$ cat src/rtl/aesl_deadlock_pkg.sv
// Shared types and widths for the deadlock timeout detector.
package aesl_deadlock_pkg;

    localparam int AXIS_FIELD_W = 4;
    localparam int CYCLE_W      = 32;

    typedef enum logic [1:0] {
        IDLE     = 2'd0,
        WATCH    = 2'd1,
        DEADLOCK = 2'd2,
        REPORTED = 2'd3
    } state_t;

endpackage

$ cat src/rtl/aesl_deadlock_axis_decode.sv
// Lowest-index nonzero-nibble priority encoder over the captured block-info word.
module aesl_deadlock_axis_decode
    import aesl_deadlock_pkg::*;
#(
    parameter int NUM_AXIS = 4,
    parameter int FA_W     = (NUM_AXIS > 1) ? $clog2(NUM_AXIS) : 1
) (
    input  logic [AXIS_FIELD_W*NUM_AXIS-1:0] info,
    output logic [FA_W-1:0]                  first_axis,
    output logic                             axis_found
);

    // Scan high to low so the last hit (lowest index) wins.
    always_comb begin
        first_axis = '0;
        axis_found = 1'b0;
        for (int k = NUM_AXIS - 1; k >= 0; k--) begin
            if (|info[k*AXIS_FIELD_W +: AXIS_FIELD_W]) begin
                first_axis = FA_W'(k);
                axis_found = 1'b1;
            end
        end
    end

endmodule

$ cat src/rtl/aesl_deadlock_timeout_detector.sv
// Declares a deadlock after TIMEOUT consecutive blocked cycles and holds a report until accepted.
module aesl_deadlock_timeout_detector
    import aesl_deadlock_pkg::*;
#(
    parameter int TIMEOUT  = 1000,
    parameter int NUM_AXIS = 4,
    parameter int FA_W     = (NUM_AXIS > 1) ? $clog2(NUM_AXIS) : 1
) (
    input  logic                             clock,
    input  logic                             reset,
    input  logic                             block,
    input  logic [AXIS_FIELD_W*NUM_AXIS-1:0] axis_block_info,
    input  logic                             kernel_done,
    input  logic                             report_ready,
    output logic                             report_valid,
    output logic                             deadlock_detected,
    output logic [AXIS_FIELD_W*NUM_AXIS-1:0] deadlock_info,
    output logic [FA_W-1:0]                  first_axis,
    output logic                             axis_found,
    output logic [CYCLE_W-1:0]               detect_cycle
);

    localparam int RUN_W = $clog2(TIMEOUT + 1);

    state_t             state, next_state;
    logic [RUN_W-1:0]   run_cnt, run_next;
    logic [CYCLE_W-1:0] cycle_cnt;
    logic               capture;

    always_ff @(posedge clock) begin
        if (reset) begin
            state         <= IDLE;
            run_cnt       <= '0;
            cycle_cnt     <= '0;
            deadlock_info <= '0;
            detect_cycle  <= '0;
        end else begin
            state     <= next_state;
            run_cnt   <= run_next;
            cycle_cnt <= cycle_cnt + 1'b1;
            if (capture) begin
                deadlock_info <= axis_block_info;
                detect_cycle  <= cycle_cnt;
            end
        end
    end

    // Run counter holds at TIMEOUT-1 once the deadlock is declared, so it never wraps.
    always_comb begin
        next_state = state;
        run_next   = run_cnt;
        capture    = 1'b0;
        case (state)
            IDLE: begin
                if (block) begin
                    next_state = WATCH;
                    run_next   = RUN_W'(1);
                end
            end
            WATCH: begin
                if (kernel_done || !block) begin
                    next_state = IDLE;
                    run_next   = '0;
                end else if (run_cnt == RUN_W'(TIMEOUT - 1)) begin
                    next_state = DEADLOCK;
                    capture    = 1'b1;
                end else begin
                    run_next = run_cnt + 1'b1;
                end
            end
            DEADLOCK: begin
                if (report_ready) next_state = REPORTED;
            end
            REPORTED: ;
            default: next_state = IDLE;
        endcase
    end

    assign report_valid      = (state == DEADLOCK);
    assign deadlock_detected = (state == DEADLOCK) || (state == REPORTED);

    aesl_deadlock_axis_decode #(
        .NUM_AXIS (NUM_AXIS),
        .FA_W     (FA_W)
    ) u_decode (
        .info       (deadlock_info),
        .first_axis (first_axis),
        .axis_found (axis_found)
    );

endmodule

$ cat config.mk
export PLATFORM = sky130hd
export DESIGN_NAME = aesl_deadlock_timeout_detector
export DESIGN_NICKNAME = d
export VERILOG_FILES = /design/src/rtl/aesl_deadlock_pkg.sv /design/src/rtl/aesl_deadlock_axis_decode.sv /design/src/rtl/aesl_deadlock_timeout_detector.sv
export SDC_FILE = /design/constraint.sdc
export NUM_CORES = 1
export LEC_CHECK = 0
export CORE_ASPECT_RATIO = 1.2
export CORE_UTILIZATION = 52
export DETAILED_ROUTE_END_ITERATION = 7
export GPL_ROUTABILITY_DRIVEN = 0
export PLACE_DENSITY = 0.8
export SETUP_SLACK_MARGIN = 0.05
export SYNTH_ARGS = -nofsm -noshare
export SYNTH_HDL_FRONTEND = slang
export SYNTH_SLANG_ARGS = --single-unit
$ cat constraint.sdc
create_clock -name clock -period 4.15 [get_ports clock]
set_input_delay 0.6225 -clock clock [delete_from_list [all_inputs] [get_ports clock]]
set_output_delay 0.6225 -clock clock [all_outputs]
set_load 0.02 [all_outputs]
==> results.toml <==
[drt]
routed_wire_length_per_instance_um = 13.1
drt-initial-drc-count = 204
routed_antenna_nets = 0
postRouteWirelength_mm = 8.22
remaining_drc_errors = 0
firstDrtPassIters = 4
num_vias = 3439
detail_route.vias_per_cell = 5.49

[yosys]
synth.cell_area_um2 = 3830
ff_latch_count_synth = 92
netlist.area_leader.share_pct = 48.1
dominantRegCellSynth = "dfxtp_1"
synthesis.yosys.warnings = 0
synth_cell_types = 43
synth_cells = 467
count_of_flip_flops_with_a_built_in_enable_after_synthesis = 0
post_synth_main_area_contributors = "dfxtp_1 48%, nand2_1 12%, a21oi_1 7.6%, xor2_1 3.9%, nor2_1 3.7%"
sequential_area_share_after_synthesis_pct = 48.1
number_of_nets_in_the_synthesized_netlist = 496
yosysTopAreaCell = "dfxtp_1"
syn-mean-instance-area_um2 = 8.21
async_reset_ff_share_pct = 0

[global_route]
first_global_vias = 3229
overflow = 0
grtUsageTotal_pct = 22.9
met2_usage_pct = 42.6
initial_antenna_violation_count = 0
first_pass_grt_wire_length_mm = 13.9
pin_count_of_the_biggest_net_entering_global_routing = 52
met1_usage_pct = 25.2
grt.busiest_layer = "met2"
met3_usage_pct = 3.98

[clock_network]
cts_root_buffer = "clkbuf_8"
cts.repair.resized = 0
clock_sink_count = 92
h-tree-depth = 3
clock_latency_ps = 360
clk_pin_slew_worst_paths_ps = 80
cts_tree = "yes"
postCtsSetupBuffers = 0
cts_buffers = 9
ctsLongestPathBuffers = 2
hold_buffers = 0

[power_and_ir_drop]
comb_power_share_pct = 4.9
power.leakage_nw = 1.59
power_density_nw_per_um2 = 333
vdd.ir_drop.worst_mv = 0.217
switching_fraction_pct = 21.4
internal_power_contribution_w = 0.00126
pwr-share-seq_pct = 55.7
fin_total_pwr_w = 0.00161
p_clk_share_pct = 39.4
power_switching_w = 0.000344

[worst_setup_path]
arrival_ps = 2110
critical_path.endpoint_type = "primary output"
timing_worst_setup_path_type = "reg2out"
critical_path_required_ps = 3530
critPathSlowestCell = "clkdlybuf4s50_1"
cp_cell_sequence = "or4_1, nor2b_1, nand3_1, clkdlybuf4s50_1"
crit_path_max_fanout = 3
largest_stage_delay_on_the_critical_path_ps = 580
critical_path.startpoint_type = "register"

[finish]
num-fill-cells = 588
layout.cells.most_common = "nand2_1"
storage_cell_area_um2 = 1840
synthToLayoutAreaGrowth_pct = 25.8
nets = 563
multi_input_area_um2 = 1880
post_route_cells_drive_above_1_share_pct = 5.01
most_used_cells_in_the_layout_excluding_fill_and_tap_cells = "120 x nand2_1, 92 x dfxtp_1, 72 x clkdlybuf4s50_1"
antenna-diode-count = 0
finish.utilization_pct = 69.1
finalNonFillerCells = 626

[timing]
min_period_ps = 2730
worst_slew_pin_slew_ps = 747
slew_viol_final = 0
final.setup.worst_slack_ps = 1420
min_period_over_period_pct = 65.8
fmax_mhz = 366
timing.slew.headroom_pct = 50.2
grt_setup_unrepaired = "false"
setup_violations = 0
finClkSkew_ps = 9.09
finalHoldViolCount = 0
setup_tns_ps = 0

[run]
maxCapViolCount = 0

[die]
floorplan.die_area_um2 = 7720
start_util_pct = 54.9
core_area_um2 = 6980
dieWidth_um = 80.4
core.rowCount = 33
die_height_um = 96.0
ioPinCount = 74

[outcome]
run_status = "complete, no violations"

[place]
dp_hpwl_mm = 5.72
dpl.cell_count = 610
detailedPlace.worstSlack_ps = 1280
port_buffers = 73

[min_path]
hold_class = "reg2reg"
[synth_stat cells, types with 3 or more instances]
master	n
a21oi_1	58
a311oi_1	7
and3_1	3
buf_2	6
clkbuf_1	12
dfxtp_1	92
ha_1	8
inv_1	7
nand2_1	120
nand3_1	17
nand4_1	9
nor2_1	38
nor3_1	6
nor4_1	4
o21ai_0	13
or3_1	9
xnor2_1	6
xor2_1	17
[critical path: cells and delay by family, from the launching register on]
family	cells	cell delay, ps
flops	1	340
buf+inv	1	580
simple gates	3	840
[layer usage]
layer | share of wire [%] | vias to the layer above
li1 | - | 1727
met1 | 44 | 1611
met2 | 50 | 88
met3 | 4.8 | 13
met4 | 1.7 | 0
met5 | 0 | -
[final timing paths]
kind	depth (start not counted)	from	slack (ps)	to
worst max-delay path	4	deadlock_info[12]	1420	axis_found
worst min-delay path	2	detect_cycle[4]	460	detect_cycle[4]
worst max register to register	7	run_cnt[0]	1720	detect_cycle[7]
worst min register to register	2	detect_cycle[4]	460	detect_cycle[4]
[logic make-up after synthesis]
group                    after synthesis  synth area share (%)
multiplexers                           2                 0.588
XOR/XNOR                              23                  5.26
AND/OR/NAND/NOR                      226                  27.0
flip-flops                            92                  48.1
adder cells (fa/ha/maj)                8                  2.61
buffers and inverters                 28                  3.13
AO/OA/AOI/OAI                         88                  13.4
[area by class of cell]
cell class / count / share of cell area (%)
clock inverters: 4 / 1.53
repair buffers: 77 / 15.7
multi-input cells: 347 / 39.0
flip-flops and latches: 92 / 38.2
inverters: 7 / 0.545
clock buffers: 12 / 2.80
well taps: 87 / 2.26
[power by group through the flow]
| stage | sequential [W] | clock (W) | combinational [W] |
|---|---|---|---|
| 3_3_place_gp | 0.000915 | 0 | 0.0000753 |
| 5_1_grt | 0.000896 | 0.000685 | 0.0000864 |
| 4_1_cts | 0.000895 | 0.000649 | 0.0000775 |
| 6_report | 0.000895 | 0.000634 | 0.0000780 |
| 3_5_place_dp | 0.000916 | 0 | 0.0000770 |
| 2_1_floorplan | 0.000914 | 0 | 0.0000468 |
[flip-flops by register name, summed over array words and instances (netlist names)]
| name | flops |
|---|---|
| detect_cycle | 32 |
| run_cnt | 10 |
| deadlock_info | 16 |
| cycle_cnt | 32 |
| state | 2 |
[stage by stage]
step	hold WS, ps	instance area, µm²
4_1_cts	461	4820
2_1_floorplan	437	3830
6_report	457	4820
3_5_place_dp	448	4610
5_1_grt	479	4820
3_3_place_gp	443	4610
(Power assumes the default switching activity.)
